`src/rtl/alu_input_sequencer_if.sv`:
```
// Bus between the ALU input sequencer and its surroundings: button, switches,
// ALU operands/result and status indicators.
`timescale 1ns/1ps
interface alu_input_sequencer_if #(
  parameter int unsigned WORD_SIZE = 16,
  parameter int unsigned OP_SIZE   = 4
);
  logic                 key_ok;
  logic [WORD_SIZE-1:0] sw_in;
  logic [WORD_SIZE-1:0] alu_out;
  logic                 alu_zero_flag;
  logic [WORD_SIZE-1:0] data_1;
  logic [WORD_SIZE-1:0] data_2;
  logic [OP_SIZE-1:0]   sel;
  logic [WORD_SIZE-1:0] result;
  logic                 zero;
  logic                 valid;
  logic                 err;
  logic [3:0]           timer;

  // Environment side: button, switches and the ALU itself.
  modport master (
    output key_ok, sw_in, alu_out, alu_zero_flag,
    input  data_1, data_2, sel, result, zero, valid, err, timer
  );

  // Sequencer side.
  modport slave (
    input  key_ok, sw_in, alu_out, alu_zero_flag,
    output data_1, data_2, sel, result, zero, valid, err, timer
  );
endinterface

```
`src/rtl/alu_input_sequencer.sv`:
```
// ALU input sequencer: synchronizes and debounces the active-low key, then on
// successive presses loads operand A, operand B and the opcode, captures the
// ALU result one cycle later and shows progress on the timer LEDs.
// Optional opcode validation is enabled by defining SEQ_SEL_CHECK_EN.
`timescale 1ns/1ps
module alu_input_sequencer #(
  parameter int unsigned WORD_SIZE       = 16,
  parameter int unsigned OP_SIZE         = 4,
  parameter int unsigned DEBOUNCE_CYCLES = 1000
) (
  input logic                  clk,
  input logic                  rst,
  alu_input_sequencer_if.slave io_bus
);

  localparam logic [19:0] DbLast = 20'(DEBOUNCE_CYCLES - 1);

  typedef enum logic [2:0] {StA, StB, StOp, StExec, StShow} state_t;

  logic [1:0]           r_sync;
  logic                 w_key_sync;
  logic [19:0]          r_db_cnt;
  logic                 r_db_level;
  logic                 r_press;
  state_t               r_state;
  state_t               w_state_next;
  logic                 w_op_ok;
  logic [WORD_SIZE-1:0] r_data_1;
  logic [WORD_SIZE-1:0] r_data_2;
  logic [OP_SIZE-1:0]   r_sel;
  logic [WORD_SIZE-1:0] r_result;
  logic                 r_zero;
  logic                 r_valid;
  logic [3:0]           w_timer;

  assign w_key_sync = r_sync[1];

  // Two-flop synchronizer for the asynchronous key, idles high.
  always_ff @(posedge clk or posedge rst) begin
    if (rst) begin
      r_sync <= 2'b11;
    end else begin
      r_sync <= {r_sync[0], io_bus.key_ok};
    end
  end

  // Debouncer; also emits a registered one-cycle pulse on the 1->0 level change.
  always_ff @(posedge clk or posedge rst) begin
    if (rst) begin
      r_db_cnt   <= 20'd0;
      r_db_level <= 1'b1;
      r_press    <= 1'b0;
    end else begin
      r_press <= 1'b0;
      if (w_key_sync != r_db_level) begin
        if (r_db_cnt == DbLast) begin
          r_db_cnt   <= 20'd0;
          r_db_level <= w_key_sync;
          r_press    <= r_db_level;
        end else begin
          r_db_cnt <= r_db_cnt + 20'd1;
        end
      end else begin
        r_db_cnt <= 20'd0;
      end
    end
  end

`ifdef SEQ_SEL_CHECK_EN
  assign w_op_ok = io_bus.sw_in[3:0] inside {4'b0101, 4'b0110, 4'b0111, 4'b1000, 4'b1001};
`else
  assign w_op_ok = 1'b1;
`endif

  // FSM state register.
  always_ff @(posedge clk or posedge rst) begin
    if (rst) begin
      r_state <= StA;
    end else begin
      r_state <= w_state_next;
    end
  end

  // FSM next-state logic; a press during StExec is ignored.
  always_comb begin
    w_state_next = r_state;
    unique case (r_state)
      StA:     if (r_press) w_state_next = StB;
      StB:     if (r_press) w_state_next = StOp;
      StOp:    if (r_press && w_op_ok) w_state_next = StExec;
      StExec:  w_state_next = StShow;
      StShow:  if (r_press) w_state_next = StA;
      default: w_state_next = StA;
    endcase
  end

  // FSM outputs: step indicator.
  always_comb begin
    w_timer = 4'b0001;
    unique case (r_state)
      StA:     w_timer = 4'b0001;
      StB:     w_timer = 4'b0010;
      StOp:    w_timer = 4'b0100;
      StExec:  w_timer = 4'b0000;
      StShow:  w_timer = 4'b1000;
      default: w_timer = 4'b0001;
    endcase
  end

  // Operand/opcode loads, result capture and the valid pulse.
  always_ff @(posedge clk or posedge rst) begin
    if (rst) begin
      r_data_1 <= '0;
      r_data_2 <= '0;
      r_sel    <= '0;
      r_result <= '0;
      r_zero   <= 1'b0;
      r_valid  <= 1'b0;
    end else begin
      r_valid <= (r_state == StExec);
      if (r_state == StA && r_press) r_data_1 <= io_bus.sw_in;
      if (r_state == StB && r_press) r_data_2 <= io_bus.sw_in;
      if (r_state == StOp && r_press && w_op_ok) r_sel <= io_bus.sw_in[OP_SIZE-1:0];
      if (r_state == StExec) begin
        r_result <= io_bus.alu_out;
        r_zero   <= io_bus.alu_zero_flag;
      end
    end
  end

`ifdef SEQ_SEL_CHECK_EN
  logic r_err;

  // Sticky error: set by a rejected opcode press, cleared by an accepted one.
  always_ff @(posedge clk or posedge rst) begin
    if (rst) begin
      r_err <= 1'b0;
    end else if (r_state == StOp && r_press) begin
      r_err <= ~w_op_ok;
    end
  end

  assign io_bus.err = r_err;
`else
  assign io_bus.err = 1'b0;
`endif

  assign io_bus.data_1 = r_data_1;
  assign io_bus.data_2 = r_data_2;
  assign io_bus.sel    = r_sel;
  assign io_bus.result = r_result;
  assign io_bus.zero   = r_zero;
  assign io_bus.valid  = r_valid;
  assign io_bus.timer  = w_timer;

endmodule
```
`src/flat_wrapper.sv`:
```
// flat-port wrapper written by rule: the top's interface ports become plain ports
module alu_input_sequencer_flat 
#(
  parameter int unsigned WORD_SIZE       = 16,
  parameter int unsigned OP_SIZE         = 4,
  parameter int unsigned DEBOUNCE_CYCLES = 1000
)
  (clk, rst, io_bus_key_ok, io_bus_sw_in, io_bus_alu_out, io_bus_alu_zero_flag, io_bus_data_1, io_bus_data_2, io_bus_sel, io_bus_result, io_bus_zero, io_bus_valid, io_bus_err, io_bus_timer);
  alu_input_sequencer_if #(.WORD_SIZE(WORD_SIZE), .OP_SIZE(OP_SIZE)) io_bus_i ();
  input logic clk;
  input logic rst;
  input wire logic [$bits(io_bus_i.key_ok)-1:0] io_bus_key_ok;
  input wire logic [$bits(io_bus_i.sw_in)-1:0] io_bus_sw_in;
  input wire logic [$bits(io_bus_i.alu_out)-1:0] io_bus_alu_out;
  input wire logic [$bits(io_bus_i.alu_zero_flag)-1:0] io_bus_alu_zero_flag;
  output wire logic [$bits(io_bus_i.data_1)-1:0] io_bus_data_1;
  output wire logic [$bits(io_bus_i.data_2)-1:0] io_bus_data_2;
  output wire logic [$bits(io_bus_i.sel)-1:0] io_bus_sel;
  output wire logic [$bits(io_bus_i.result)-1:0] io_bus_result;
  output wire logic [$bits(io_bus_i.zero)-1:0] io_bus_zero;
  output wire logic [$bits(io_bus_i.valid)-1:0] io_bus_valid;
  output wire logic [$bits(io_bus_i.err)-1:0] io_bus_err;
  output wire logic [$bits(io_bus_i.timer)-1:0] io_bus_timer;
  assign io_bus_i.key_ok = io_bus_key_ok;
  assign io_bus_i.sw_in = io_bus_sw_in;
  assign io_bus_i.alu_out = io_bus_alu_out;
  assign io_bus_i.alu_zero_flag = io_bus_alu_zero_flag;
  assign io_bus_data_1 = io_bus_i.data_1;
  assign io_bus_data_2 = io_bus_i.data_2;
  assign io_bus_sel = io_bus_i.sel;
  assign io_bus_result = io_bus_i.result;
  assign io_bus_zero = io_bus_i.zero;
  assign io_bus_valid = io_bus_i.valid;
  assign io_bus_err = io_bus_i.err;
  assign io_bus_timer = io_bus_i.timer;
  alu_input_sequencer #(.WORD_SIZE(WORD_SIZE), .OP_SIZE(OP_SIZE), .DEBOUNCE_CYCLES(DEBOUNCE_CYCLES)) u_core (.clk(clk), .rst(rst), .io_bus(io_bus_i));
endmodule
```
`config.mk`:
```
export PLATFORM = sky130hd
export DESIGN_NAME = alu_input_sequencer_flat
export DESIGN_NICKNAME = d
export VERILOG_FILES = /design/src/rtl/alu_input_sequencer_if.sv /design/src/rtl/alu_input_sequencer.sv /design/src/flat_wrapper.sv
export SDC_FILE = /design/constraint.sdc
export NUM_CORES = 1
export LEC_CHECK = 0
export BUFFER_PORTS_ARGS = -buffer_cell sky130_fd_sc_hd__buf_2
export CORE_AREA = 2 2 85 87
export DETAILED_ROUTE_END_ITERATION = 10
export DIE_AREA = 0 0 87 89
export PLACE_DENSITY_LB_ADDON = 0.15
export REMOVE_ABC_BUFFERS = 1
export SYNTH_ARGS = -nofsm -noshare
export SYNTH_HDL_FRONTEND = slang
export SYNTH_SLANG_ARGS = --single-unit
```
`constraint.sdc`:
```
create_clock -name clk -period 2.8 [get_ports clk]
set_input_delay 0.42 -clock clk [delete_from_list [all_inputs] [get_ports clk]]
set_output_delay 0.42 -clock clk [all_outputs]
set_load 0.01 [all_outputs]
```
==> results.ini, run 1 <==
[status]
outcome=completed

[clock_tree]
post_cts.repair.setup_buffers=0
root_buffer=clkbuf_8
cts_num_sinks=81
cts_resized=0
postCtsHoldBufs=0
numCtsBuffers=9
cts_tree=done
clk_pin_slew_ps=80
clk_latency_ps=350
clockBufferDepth=2
cts_htree_levels=3

[die]
initial_core_util=0.516
die_area_sq_um=7740
placeableCoreArea_sq_um=6720
fp.dieH_um=89
ios=95
num_rows=30
die_x_um=87

[sta]
hold_viol_final=0
skew_ps=7.74
period_minus_slack_ps=1910
max_clock_freq_mhz=523
setup_viol_count_final=0
final.period_utilization=0.683
fin_setup_tns_ps=0
slew_headroom=0.538
worst_pin_slew_ps=693
drv_slew=0
grt_setup_unrepaired=no

[synth]
ys_warn_count=0
avgSynthCellArea_sq_um=12.1
synth_edf_count=0
ys_types=44
ys_seq_area_frac=0.586
synth_seq_cells=81
synth_ff_type=dfrtp_1
synth_area_sq_um=3470
syn_inst=287
async_reset_ff_frac=1.00

[worst_setup_path]
r2r_slack_ps=890
critPathArrivalTime_ps=2110
worst-path-max-fanout=17
cp-start-kind=register
rr_startpoint=u_core.r_db_cnt[14]$_DFF_PP0_
crit_start=u_core.r_db_cnt[14]$_DFF_PP0_
crit_required_ps=3000
worstSetupPathType=reg -> reg
reg2reg_depth=4
timing.rr.end=u_core.r_db_cnt[15]$_DFF_PP0_
cp-end-kind=register

[global_routing]
grtUsageTotal=0.185
met2_usage=0.304
grt_max_degree=36
grt.busiest_layer=met2
grt-ovfl-total=0
grt_pass1_wl_um=11000
grt_antenna_before_repair=0
use_met3=0.0388
grt_pass1_vias=2318
grtUsageMet1=0.235

[placement]
dp_hpwl_um=4750
gp_congestion=0.744
placed_cells=453
portBuffers=93

[routing]
vias_per_cell=5.08
first_pass_iters=4
wl_um=6780
vias=2378
drt-initial-drc-count=74
drc_errors=0
wl_per_cell_um=14.5
ant_nets=0

[layout]
layout_commonest_cell=buf_2
area_growth_pct=21.1
fin_cells=468
utilization=0.625
final_cell_mix=buf_2, dfrtp_1, nand2_1, mux2_2, nor2_1
n_antenna_cell=0
layout.nets=421
drive_above_1_share=0.428

[run]
drv_cap=0

[pwr]
p_per_area_nw_per_um2=535
vdd.ir_drop.worst_mv=0.323
leakagePower_uw=0.00212

[hold_path]
hold_path.class=in -> async

-- metal layers --
layer	vias to the layer above	wire length, um
met3	11	339
met5	-	0
met1	1152	3090
met2	59	3240
li1	1156	-
met4	0	108
-- stage by stage --
| stage | hold WS, ps | worst slack, ps | instance area, sq um | power, uW |
|---|---|---|---|---|
| after floorplan | 345 | 305 | 3380 | 1230 |
| after global placement | 349 | 974 | 3970 | 1270 |
| after detailed placement | 348 | 914 | 3970 | 1270 |
| after CTS | 128 | 901 | 4200 | 2270 |
| after global routing | 150 | 706 | 4200 | 2330 |
| final | 111 | 887 | 4200 | 2250 |
-- sequential cells by signal (all words and copies together) (netlist names) --
register / flops
u_core.io_bus.result: 16
u_core.r_press: 1
u_core.io_bus.data_2: 16
u_core.r_state: 3
u_core.io_bus.sel: 4
u_core.io_bus.data_1: 16
u_core.io_bus.zero: 1
u_core.io_bus.valid: 1
u_core.r_sync: 2
u_core.r_db_level: 1
u_core.r_db_cnt: 20
-- critical path: stages, from the launching register on --
cell and delay (ps):
dfrtp_1 420, nor4_1 440, nand4_1 200, o21ai_2 590
nor2_1 120
-- power breakdown --
group	switching (uW)	total, uW	leakage (uW)	internal, uW
Sequential	5.03	1180	0.00103	1170
Clock	413	1000	0.000117	590
Combinational	40.2	64.0	0.000978	23.9
-- worst max path at each step --
stage / to / slack [ps] / depth (start not counted)
floorplan: u_core.io_bus.data_1[0]$_DFFE_PP0P_ / 300 / 1
global placement: u_core.io_bus.result[14]$_DFFE_PP0P_ / 970 / 4
detailed placement: u_core.r_db_cnt[15]$_DFF_PP0_ / 910 / 4
CTS: u_core.r_db_cnt[4]$_DFF_PP0_ / 900 / 4
global route: u_core.r_db_cnt[16]$_DFF_PP0_ / 710 / 4
finish: u_core.r_db_cnt[15]$_DFF_PP0_ / 890 / 4
-- cell usage after synthesis, types with 2 or more instances --
cell type | n | area [sq um]
mux2_2 | 28 | 315
nand2_1 | 58 | 218
xnor2_1 | 13 | 114
inv_1 | 7 | 26.3
xor2_1 | 4 | 35.0
nand4_1 | 5 | 31.3
buf_12 | 2 | 40.0
nor2_1 | 26 | 97.6
o21ai_0 | 2 | 10.0
nor4b_2 | 3 | 45.0
nor3_1 | 5 | 25.0
nand4_2 | 2 | 25.0
nor3_2 | 3 | 30.0
nor4_1 | 5 | 31.3
buf_2 | 3 | 15.0
dfstp_2 | 3 | 78.8
nand3_1 | 5 | 25.0
buf_4 | 2 | 15.0
mux2_4 | 9 | 135
dfrtp_1 | 78 | 1950
-- final cells by class --
class / instances / area, sq um
Fill cell: 563 / 2520
Sequential cell: 81 / 2030
Multi-Input combinational cell: 187 / 1310
Timing Repair Buffer: 96 / 488
Clock buffer: 10 / 128
Clock inverter: 5 / 104
Tap cell: 80 / 100
Inverter: 9 / 35.0
-- kinds of logic after synthesis --
family,share of synthesized area
AOI/OAI and AO/OA,0.0144
muxes,0.133
and+or+nand+nor,0.183
adders and majority gates,0.00361
DFF,0.586
other,0.00108
buffers and inverters,0.0357
xor gates and xnor gates,0.0430
(Power assumes the default switching activity.)
==> run 2: changes to the inputs <==
==> constraint.sdc (replaced) <==
create_clock -name clk -period 1.95 [get_ports clk]
set_input_delay 0.2925 -clock clk [delete_from_list [all_inputs] [get_ports clk]]
set_output_delay 0.2925 -clock clk [all_outputs]
set_load 0.01 [all_outputs]
==> results.ini, run 2 (same netlist as run 1, synthesis figures left out) <==
[status]
outcome=completed

[layout]
area_growth_pct=21.2  ; about the same
fin_cells=472  ; +0.85%
largest_register_ffs=20  ; unchanged
final_cell_mix=buf_2, dfrtp_1, nand2_1, mux2_2, nor2_1
stdcell_area_sq_um=4200  ; about the same
layout.nets=424  ; +0.71%
layout_commonest_cell=buf_2
top_register=u_core.r_db_cnt
drive_above_1_share=0.429  ; +0.000736
n_antenna_cell=0  ; unchanged

[routing]
wl_um=6650  ; -1.9%
ant_nets=0  ; unchanged
drt-initial-drc-count=52  ; -30%
wl_per_cell_um=14.1  ; -2.7%
vias=2358  ; -0.84%
drc_errors=0  ; unchanged
vias_per_cell=5.00  ; -1.7%
first_pass_iters=4  ; unchanged

[sta]
setup_viol_count_final=0  ; unchanged
skew_ps=7.59  ; -0.154 ps
hold_ws_ps=48.9  ; -61.7 ps
final.period_utilization=0.870
hold_viol_final=0  ; unchanged
grt_setup_unrepaired=no
max_clock_freq_mhz=590
fin_setup_tns_ps=0  ; unchanged
drv_slew=0  ; unchanged
period_minus_slack_ps=1700

[clock_tree]
root_buffer=clkbuf_8
numCtsBuffers=9  ; unchanged
clk_latency_ps=340  ; about the same
cts_tree=done
cts_htree_levels=3  ; unchanged
cts_num_sinks=81  ; unchanged
clockBufferDepth=2  ; unchanged
post_cts.repair.setup_buffers=0  ; unchanged
clk_pin_slew_ps=80  ; about the same

[pwr]
vdd.ir_drop.worst_mv=0.369  ; +14%
p_per_area_nw_per_um2=715  ; +34%
leakagePower_uw=0.00212  ; about the same

[worst_setup_path]
worst-path-max-fanout=6  ; -11
reg2reg_depth=5  ; +1
worstSetupPathType=reg -> out
timing.rr.end=u_core.r_db_cnt[14]$_DFF_PP0_
crit_required_ps=1660  ; -1340 ps
cp-end-kind=primary output
cp-start-kind=register
rr_startpoint=u_core.r_db_cnt[0]$_DFF_PP0_
r2r_slack_ps=260  ; -630 ps
critPathArrivalTime_ps=1400  ; -710 ps

[die]
fp.dieH_um=89  ; unchanged
initial_core_util=0.516  ; unchanged
placeableCoreArea_sq_um=6720  ; unchanged
num_rows=30  ; unchanged
ios=95  ; unchanged
die_area_sq_um=7740  ; unchanged
die_x_um=87  ; unchanged

[global_routing]
grt_pass1_vias=2178  ; -6.0%
grt_pass1_wl_um=10500  ; -5.1%
grtUsageTotal=0.176  ; -0.00825
grt_max_degree=61  ; +69%
grt-ovfl-total=0  ; unchanged
grt_antenna_before_repair=0  ; unchanged

[placement]
gp_congestion=0.859  ; +15%
dp_hpwl_um=4740  ; -0.24%
portBuffers=93  ; unchanged
placed_cells=455  ; +0.44%
postPlaceCellArea_sq_um=3990  ; +0.69%

[hold_path]
hold_path_depth=1
worstHoldStart=io_bus_key_ok
worst_hold_path.endpoint=u_core.r_sync[0]$_DFF_PP1_
hold_path.class=in -> reg

[run]
drv_cap=0  ; unchanged

[run 2: critical path, stage by stage (launching register included)]
cell and delay, ps:
dfrtp_1 500, nor3b_1 350, buf_2 210
[run 2: power by group]
group	internal, uW	switching, uW
logic	40.0	59.6
registers	1690	7.27
clock network	630	579
total	2360	645
[run 2: final cells by class]
class	count	area, sq um
clock buffer	12	145
clock inverter	4	51.3
fill	556	2520
inverter	9	35.0
multi-input combinational	187	1310
sequential	81	2030
tap	80	100
timing repair buffer	99	526
[run 2: worst max path at each step]
stage / from / end / slack (ps) / depth (start not counted)
3_5_place_dp: u_core.r_db_cnt[0]$_DFF_PP0_ / u_core.r_db_cnt[14]$_DFF_PP0_ / 290 / 5
2_1_floorplan: rst / u_core.io_bus.data_1[0]$_DFFE_PP0P_ / -420 / 1
3_3_place_gp: u_core.r_db_cnt[12]$_DFF_PP0_ / u_core.r_db_level$_DFFE_PP1P_ / 350 / 4
5_1_grt: u_core.r_state[1]$_DFFE_PP0P_ / io_bus_timer[2] / 130 / 2
6_report: u_core.r_state[1]$_DFFE_PP0P_ / io_bus_timer[2] / 250 / 2
4_1_cts: u_core.r_state[1]$_DFFE_PP0P_ / io_bus_timer[2] / 250 / 2
[run 2: per-layer routing]
| layer | up-vias | GRT usage | routed length (um) |
|---|---|---|---|
| li1 | 1161 | - | - |
| met1 | 1126 | 0.236 | 3050 |
| met2 | 65 | 0.276 | 3170 |
| met3 | 6 | 0.0323 | 352 |
| met4 | 0 | 0.0938 | 81 |
| met5 | - | 0 | 0 |
[run 2: per-stage QoR]
stage	setup WS [ps]	utilization	power, uW
final	254	0.625	3000
after global routing	132	0.625	3120
after CTS	248	0.625	3050
after detailed placement	291	0.594	1830
after global placement	345	0.594	1830
after floorplan	-418	-	1770
[run 2: what timing repair did]
action / in CTS / in global routing
hold buffers: 1 / 0
setup endpoints to repair: 0 / 0
gates resized for setup: 0 / 0
endpoints found under the hold margin: 21 / 0
==> run 3: changes to the inputs <==
--- a/config.mk
+++ b/config.mk
@@ -9,8 +9,11 @@
 export CORE_AREA = 2 2 85 87
 export DETAILED_ROUTE_END_ITERATION = 10
 export DIE_AREA = 0 0 87 89
+export HOLD_SLACK_MARGIN = 0.08
+export MAX_ROUTING_LAYER = met4
 export PLACE_DENSITY_LB_ADDON = 0.15
 export REMOVE_ABC_BUFFERS = 1
+export SETUP_SLACK_MARGIN = 0.02
 export SYNTH_ARGS = -nofsm -noshare
 export SYNTH_HDL_FRONTEND = slang
 export SYNTH_SLANG_ARGS = --single-unit
==> results.ini, run 3 (same netlist as run 1, synthesis figures left out) <==
[sta]
drv_slew=0  ; unchanged
hold_viol_final=0  ; unchanged
period_minus_slack_ps=1700  ; -0.539 ps
setup_viol_count_final=0  ; unchanged
grt_setup_unrepaired=no
max_clock_freq_mhz=590  ; about the same
post-route-worst-setup-slack_ps=255  ; +0.539 ps
skew_ps=7.77  ; +0.180 ps
final.period_utilization=0.869  ; about the same

[routing]
wl_per_cell_um=14.0  ; -0.41%
vias=2359  ; +0.042%
drc_errors=0  ; unchanged
ant_nets=0  ; unchanged
drt-initial-drc-count=60  ; +15%
first_pass_iters=4  ; unchanged
vias_per_cell=4.99  ; -0.17%
wl_um=6640  ; -0.20%

[worst_setup_path]
cp-end-kind=primary output
crit_required_ps=1660  ; about the same
worstSetupPathType=reg -> out
path_cells=nor3b_1, buf_2
reg2reg_depth=5  ; unchanged
cp_slowest_cell=dfrtp_1
cp-start-kind=register
slowest_delay_ps=500  ; about the same
critPathArrivalTime_ps=1400  ; about the same
worst-path-max-fanout=6  ; unchanged

[placement]
dp_worst_setup_slack_ps=291  ; unchanged
dp_hpwl_um=4740  ; unchanged
portBuffers=93  ; unchanged
gp_congestion=0.872  ; +1.6%
postPlaceCellArea_sq_um=3990  ; unchanged

[clock_tree]
cts_num_sinks=81  ; unchanged
clk_pin_slew_ps=80  ; about the same
clockBufferDepth=2  ; unchanged
root_buffer=clkbuf_8
post_cts.repair.setup_buffers=0  ; unchanged
cts_tree=done
numCtsBuffers=9  ; unchanged
cts_htree_levels=3  ; unchanged
clk_latency_ps=340  ; about the same

[layout]
n_antenna_cell=0  ; unchanged
drive_above_1_share=0.427  ; -0.00109
layout_commonest_cell=buf_2
final_cell_mix=buf_2, dfrtp_1, nand2_1, mux2_2, nor2_1
largest_register_ffs=20  ; unchanged
area_growth_pct=21.4
utilization=0.626  ; +0.00149
stdcell_area_sq_um=4210  ; +0.24%
n_fill_cell=556  ; unchanged
layout.nets=425  ; +0.24%
top_register=u_core.r_db_cnt

[die]
initial_core_util=0.516  ; unchanged
num_rows=30  ; unchanged
ios=95  ; unchanged
placeableCoreArea_sq_um=6720  ; unchanged
die_x_um=87  ; unchanged
fp.dieH_um=89  ; unchanged
die_area_sq_um=7740  ; unchanged

[global_routing]
grt_antenna_before_repair=0  ; unchanged
grt-ovfl-total=0  ; unchanged
grt_pass1_vias=2183  ; +0.23%
grt_pass1_wl_um=10400  ; -0.13%
grtUsageTotal=0.182  ; +0.00556
grt_max_degree=61  ; unchanged

[pwr]
p_per_area_nw_per_um2=714  ; -0.16%
power.total_uw=3010  ; about the same
vdd.ir_drop.worst_mv=0.367  ; -0.35%
leakagePower_uw=0.00213  ; +0.20%

[status]
outcome=completed

[hold_path]
hold_path_depth=3  ; +2
hold_path.class=in -> reg

[run]
drv_cap=0  ; unchanged

run 3: cell types whose count changed in the layout (fill, tap and decap cells not counted), sizes merged:
cell	delta
dlygate4sd3	+1
run 3: metal layers:
| layer | global-route usage | up-vias | part of all wire |
|---|---|---|---|
| met1 | 0.235 | 1126 | 0.46 |
| li1 | - | 1163 | - |
| met3 | 0.0323 | 6 | 0.052 |
| met5 | - | - | 0 |
| met4 | 0.0938 | 0 | 0.012 |
| met2 | 0.276 | 64 | 0.48 |
run 3: cell type report:
| cell class | count | area (sq um) | area share |
|---|---|---|---|
| clock buffers | 12 | 145 | 0.0345 |
| clock inverters | 4 | 51.3 | 0.0122 |
| inverters | 9 | 35.0 | 0.00832 |
| multi-input cells | 187 | 1310 | 0.312 |
| flip-flops and latches | 81 | 2030 | 0.482 |
| well taps | 80 | 100 | 0.0238 |
| repair buffers | 100 | 536 | 0.127 |
run 3: path summary, 6_finish.rpt:
check / start / end / slack, ps
max in group asynchronous: rst / u_core.r_sync[0]$_DFF_PP1_ / 810
min: io_bus_alu_out[7] / u_core.io_bus.result[7]$_DFFE_PP0P_ / 130
min in group asynchronous: rst / u_core.io_bus.result[0]$_DFFE_PP0P_ / 460
max: u_core.r_state[1]$_DFFE_PP0P_ / io_bus_timer[2] / 250
min reg2reg: u_core.r_sync[0]$_DFF_PP1_ / u_core.r_sync[1]$_DFF_PP1_ / 360
max reg2reg: u_core.r_db_cnt[0]$_DFF_PP0_ / u_core.r_db_cnt[14]$_DFF_PP0_ / 270
run 3: critical path: cells and delay by family (launching register included):
kind	cells	cell delay, ps
buffers and inverters	1	210
and+or+nand+nor	1	350
DFF	1	500
run 3: stage by stage:
step	hold WS, ps	std cells	TNS [ps]
2_1_floorplan	297	277	-32570
3_3_place_gp	287	455	0
3_5_place_dp	294	455	0
4_1_cts	121	473	0
5_1_grt	130	473	0
6_report	132	473	0
run 3: repair_timing:
item / 4_1_cts / 5_1_grt
hold endpoints to repair: 22 / 0
hold buffers: 2 / 0
gates resized for setup: 0 / 0
run 3: where the power goes:
group          leakage [uW]  switching [uW]  internal [uW]
logic               0.00100            59.9           41.3
registers           0.00103            7.15           1690
clock network     0.0000970             579            630
total               0.00213             646           2360
